`config.mk`:
```
export PLATFORM = sky130hd
export DESIGN_NAME = rv_pipe_ctrl
export DESIGN_NICKNAME = d
export VERILOG_FILES = /design/src/rtl/rv_ctrl_pkg.sv /design/src/rtl/rv_perf_cnt.sv /design/src/rtl/rv_pipe_ctrl.sv
export SDC_FILE = /design/constraint.sdc
export NUM_CORES = 1
export LEC_CHECK = 0
export BUFFER_PORTS_ARGS = -buffer_cell sky130_fd_sc_hd__buf_2
export CAP_MARGIN = 25
export CORE_MARGIN = 8
export CORE_UTILIZATION = 42
export DETAILED_ROUTE_END_ITERATION = 12
export PLACE_DENSITY_LB_ADDON = 0.25
export SLEW_MARGIN = 40
export SYNTH_ARGS = -nofsm -noshare
export SYNTH_HDL_FRONTEND = slang
export SYNTH_SLANG_ARGS = --single-unit
export TNS_END_PERCENT = 5
```
`constraint.sdc`:
```
create_clock -name i_clk -period 2.4 [get_ports i_clk]
set_input_delay 0.36 -clock i_clk [delete_from_list [all_inputs] [get_ports i_clk]]
set_output_delay 0.36 -clock i_clk [all_outputs]
set_load 0.02 [all_outputs]
```
`src/rtl/rv_ctrl_pkg.sv`:
```
// Shared types and constants for the ALU1 pipeline sequencing controller.
package rv_ctrl_pkg;

   typedef enum logic [1:0] {
      CTRL_IDLE     = 2'd0,
      CTRL_DRAIN    = 2'd1,
      CTRL_REDIRECT = 2'd2
   } ctrl_state_t;

   localparam int unsigned CTRL_DRAIN_W = 4;

endpackage

```
`src/rtl/rv_perf_cnt.sv`:
```
// Enable-increment wrapping counter; only compiled when RV_PIPE_PERF_CNT_EN is defined.
`ifdef RV_PIPE_PERF_CNT_EN
module rv_perf_cnt #(
   parameter int unsigned WIDTH = 32
) (
   input  logic             i_clk,
   input  logic             i_reset,
   input  logic             i_en,
   output logic [WIDTH-1:0] o_cnt
);

   logic [WIDTH-1:0] cnt_q, cnt_d;

   always_comb begin
      cnt_d = cnt_q;
      if (i_en) cnt_d = cnt_q + 1'b1;
   end

   always_ff @(posedge i_clk) begin
      if (i_reset) cnt_q <= '0;
      else         cnt_q <= cnt_d;
   end

   assign o_cnt = cnt_q;

endmodule
`endif

```
`src/rtl/rv_pipe_ctrl.sv`:
```
// ALU1 flush/redirect/trap-drain sequencer with load-use stall generation.
// Optional perf counters are enabled by defining RV_PIPE_PERF_CNT_EN.
module rv_pipe_ctrl
   import rv_ctrl_pkg::*;
#(
   parameter int unsigned IADDR_SPACE_BITS = 32,
   parameter int unsigned DRAIN_TIMEOUT    = 15,
   parameter int unsigned CNT_WIDTH        = 32
) (
   input  logic                        i_clk,
   input  logic                        i_reset,
   input  logic                        i_alu_valid,
   input  logic                        i_inst_branch,
   input  logic                        i_branch_taken,
   input  logic                        i_branch_pred,
   input  logic                        i_inst_jal_jalr,
   input  logic                        i_to_trap,
   input  logic [IADDR_SPACE_BITS-1:0] i_pc_target,
   input  logic [IADDR_SPACE_BITS-1:0] i_pc_next,
   input  logic [IADDR_SPACE_BITS-1:0] i_trap_vector,
   input  logic                        i_store_pending,
   input  logic                        i_alu_load,
   input  logic [4:0]                  i_alu_rd,
   input  logic [4:0]                  i_dec_rs1,
   input  logic [4:0]                  i_dec_rs2,
   input  logic                        i_fetch_ready,
   output logic                        o_flush,
   output logic                        o_stall,
   output logic                        o_redirect,
   output logic [IADDR_SPACE_BITS-1:0] o_redirect_pc,
   output logic                        o_trap_enter,
   output logic                        o_busy,
   output logic [CNT_WIDTH-1:0]        o_branch_cnt,
   output logic [CNT_WIDTH-1:0]        o_mispred_cnt
);

   ctrl_state_t                 state_q, state_d;
   logic [CTRL_DRAIN_W-1:0]     drain_cnt_q, drain_cnt_d;
   logic [IADDR_SPACE_BITS-1:0] redirect_pc_q, redirect_pc_d;
   logic                        trap_det, mis_det, load_use, drain_done;

   always_comb begin
      trap_det = i_alu_valid & i_to_trap;
      mis_det  = i_alu_valid &
                 ((i_inst_branch & (i_branch_taken != i_branch_pred)) | i_inst_jal_jalr);
      load_use = i_alu_valid & i_alu_load & (i_alu_rd != 5'd0) &
                 ((i_alu_rd == i_dec_rs1) | (i_alu_rd == i_dec_rs2));
   end

   always_comb begin
      state_d       = state_q;
      drain_cnt_d   = drain_cnt_q;
      redirect_pc_d = redirect_pc_q;
      drain_done    = 1'b0;
      o_flush       = 1'b0;
      o_stall       = 1'b0;
      o_redirect    = 1'b0;
      o_trap_enter  = 1'b0;
      unique case (state_q)
         CTRL_IDLE: begin
            drain_cnt_d = '0;
            if (trap_det) begin
               o_flush = 1'b1;
               state_d = CTRL_DRAIN;
            end else if (mis_det) begin
               o_flush       = 1'b1;
               redirect_pc_d = (i_inst_jal_jalr | i_branch_taken) ? i_pc_target : i_pc_next;
               state_d       = CTRL_REDIRECT;
            end else begin
               o_stall = load_use;
            end
         end
         CTRL_DRAIN: begin
            o_flush     = 1'b1;
            o_stall     = 1'b1;
            drain_cnt_d = drain_cnt_q + 1'b1;
            // Count includes the current cycle, so a timeout of N gives exactly N drain cycles.
            drain_done  = !i_store_pending |
                          (drain_cnt_d == CTRL_DRAIN_W'(DRAIN_TIMEOUT));
            if (drain_done) begin
               o_trap_enter  = 1'b1;
               redirect_pc_d = i_trap_vector;
               state_d       = CTRL_REDIRECT;
            end
         end
         CTRL_REDIRECT: begin
            o_flush    = 1'b1;
            o_redirect = 1'b1;
            if (i_fetch_ready) state_d = CTRL_IDLE;
         end
         default: state_d = CTRL_IDLE;
      endcase
   end

   always_ff @(posedge i_clk) begin
      if (i_reset) begin
         state_q       <= CTRL_IDLE;
         drain_cnt_q   <= '0;
         redirect_pc_q <= '0;
      end else begin
         state_q       <= state_d;
         drain_cnt_q   <= drain_cnt_d;
         redirect_pc_q <= redirect_pc_d;
      end
   end

   assign o_redirect_pc = redirect_pc_q;
   assign o_busy        = (state_q != CTRL_IDLE);

`ifdef RV_PIPE_PERF_CNT_EN
   logic branch_inc, mispred_inc;

   assign branch_inc  = (state_q == CTRL_IDLE) & i_alu_valid & i_inst_branch;
   assign mispred_inc = (state_q == CTRL_IDLE) & ~trap_det & mis_det;

   rv_perf_cnt #(.WIDTH(CNT_WIDTH)) u_branch_cnt (
      .i_clk   (i_clk),
      .i_reset (i_reset),
      .i_en    (branch_inc),
      .o_cnt   (o_branch_cnt)
   );

   rv_perf_cnt #(.WIDTH(CNT_WIDTH)) u_mispred_cnt (
      .i_clk   (i_clk),
      .i_reset (i_reset),
      .i_en    (mispred_inc),
      .o_cnt   (o_mispred_cnt)
   );
`else
   assign o_branch_cnt  = '0;
   assign o_mispred_cnt = '0;
`endif

endmodule

```
==> impl_metrics.env <==
export IMPL_status="complete, no violations"
export IMPL_async_reset_ff_frac=0
export IMPL_coreArea_mm2=0.00725
export IMPL_cts_tree="yes"
export IMPL_regToRegEndpoint="o_redirect_pc[3]"
export IMPL_required_ns=2.04
export IMPL_syn_inst=363
export IMPL_p_leak_nw=1.97
export IMPL_finClkSkew_ns=0.00635
export IMPL_hold_end="drain_cnt_q[2]"
export IMPL_hp_start="i_reset"
export IMPL_antenna_cells=0
export IMPL_peakVddDrop_uv=306
export IMPL_synth_cells_most_frequent="buf_4 (67), dfxtp_1 (38), nand2_1 (37)"
export IMPL_utilization=0.535
export IMPL_routed_wl_um=8560
export IMPL_gp_congestion=0.822
export IMPL_synth_seq_cells=38
export IMPL_syn_area_mm2=0.00316
export IMPL_layoutNonFillerInstCount=612
export IMPL_cts_setup_buffers=0
export IMPL_antenna_found_initial=0
export IMPL_routed_via_density=4.60
export IMPL_crit_path_end_kind="primary output"
export IMPL_min_period_over_period=0.870
export IMPL_setup_viol_count_final=0
export IMPL_drc=0
export IMPL_die_h_um=103
export IMPL_synth_top_area_frac=0.241
export IMPL_powerDensity_mw_per_mm2=474
export IMPL_synth_avg_cell_area_um2=8.70
export IMPL_synth_top_area_cell="dfxtp_1"
export IMPL_firstDrtPassIters=4
export IMPL_r2r_cells=7
export IMPL_multi_input_area_mm2=0.00202
export IMPL_cts_root_buf="clkbuf_8"
export IMPL_setup_slack_ns=0.312
export IMPL_io_buffer_count=158
export IMPL_die_area_mm2=0.0105
export IMPL_drive_gt1_frac=0.413
export IMPL_grt_max_degree=48
export IMPL_nFillCells=737
export IMPL_period_minus_slack_ns=2.09
export IMPL_cts_hold_buf=0
export IMPL_whs_path_depth=2
export IMPL_fin_setup_tns_ns=0
export IMPL_insertion_delay_ns=0.28
export IMPL_hold_viol=0
export IMPL_r2r_start="state_q[1]"
export IMPL_synthToLayoutAreaGrowth_pct=22.9
export IMPL_synth_edf_count=0
export IMPL_grt_pass1_vias=2984
export IMPL_rrSetupSlack_ns=0.46
export IMPL_dp_cells=604
export IMPL_crit_path_max_fanout=47
export IMPL_cts_max_path_buffers=2
export IMPL_routedWlPerCell_um=14.0
export IMPL_drt_initial_drc_count=75
export IMPL_ff_latch_area_um2=761
export IMPL_place_area_mm2=0.00378
export IMPL_grt_pass1_wl_um=13200
export IMPL_maxClockFrequency_mhz=479
export IMPL_yosysUniqueCellTypes=41
export IMPL_rsz0062_at_grt="no"
export IMPL_yosysSeqAreaShare=0.241
export IMPL_synth_flop_cell="dfxtp_1"
export IMPL_holdWs_ns=0.335
export IMPL_initial_core_util=0.435
export IMPL_ys_warnings_count=0
export IMPL_cp_arrival_ns=1.73
export IMPL_yosysMostFrequentCell="buf_4"
export IMPL_critPathLaunchType="register"
export IMPL_antenna_left=0
export IMPL_cts_resized=0
export IMPL_drv_slew=0
export IMPL_min_path_type="in -> reg"
export IMPL_die_w_um=103
export IMPL_p_total_mw=1.84
export IMPL_nets=640
export IMPL_design_portCount=223
export IMPL_maxCapViolCount=0
export IMPL_synth_area_leaders="dfxtp_1 (24%), buf_4 (16%), mux2_2 (11%)"
export IMPL_track_usage=0.154
export IMPL_fin_area_mm2=0.00388
export IMPL_place_hpwl_um=7230
export IMPL_h_tree_depth=2
export IMPL_cts_inserted_buffers=5
export IMPL_num_vias=2815
export IMPL_post_place_ws_ns=0.484
export IMPL_cts_sinks=38
export IMPL_clkTransAtPathRegs_ns=0.08
export IMPL_worstSetupPathType="reg -> out"
export IMPL_row_count=31
export IMPL_grt_ovfl_total=0
[metal layers]
layer / vias up / routed length, um / part of all wire / global-route usage
met4: 0 / 53 / 0.0062 / 0.0361
met3: 4 / 909 / 0.11 / 0.0520
met2: 122 / 4430 / 0.52 / 0.284
met1: 1267 / 3170 / 0.37 / 0.164
li1: 1422 / - / - / -
met5: - / 0 / 0 / 0
[where the power goes]
part	switching [mW]	internal [mW]	total (mW)
clock network	0.223	0.231	0.454
registers	0.0239	0.677	0.701
logic	0.407	0.279	0.686
[state kept, by name, indices dropped and copies added, names as in the netlist]
register       flops
drain_cnt_q        4
o_redirect_pc     32
state_q            2
[logic make-up after synthesis]
logic type / synth area share
AOI/OAI and AO/OA: 0.133
xor gates and xnor gates: 0.0305
adders and majority gates: 0.0238
buffers and inverters: 0.198
DFF: 0.241
muxes: 0.222
other: 0.00119
and+or+nand+nor: 0.151
[cell type report]
cell class	count	share of cell area
Clock buffer	6	0.0213
Clock inverter	2	0.00322
Timing Repair Buffer	165	0.221
Multi-Input combinational cell	295	0.520
Sequential cell	38	0.196
Inverter	7	0.00677
Tap cell	99	0.0319
[how the worst max path moves through the flow]
| stage | startpoint | endpoint | slack (ns) | depth (start not counted) |
|---|---|---|---|---|
| final | state_q[1] | o_trap_enter | 0.31 | 5 |
| after global routing | state_q[1] | o_trap_enter | 0.14 | 5 |
| after CTS | state_q[1] | o_trap_enter | 0.28 | 5 |
| after detailed placement | state_q[1] | o_redirect_pc[14] | 0.48 | 7 |
| after global placement | i_alu_rd[0] | o_stall | 0.54 | 5 |
| after floorplan | state_q[1] | o_trap_enter | 0.33 | 5 |
[critical path: stages, from the launching register on]
cell      delay, ns
dfxtp_1        0.33
inv_1          0.11
ha_2           0.22
buf_4          0.39
a21boi_0       0.21
buf_2          0.19
[placed cells by master (no fill, tap or decap), types with 6 or more instances in the layout]
master    instances
nand2b_1         33
inv_1             6
nand2_1          37
xnor2_1          10
mux2_2           32
o211ai_1         32
buf_4             6
dfxtp_1          38
clkbuf_8          6
mux2i_1          34
conb_1           64
buf_2           158
Note: power is estimated with default switching activity, not from simulation.
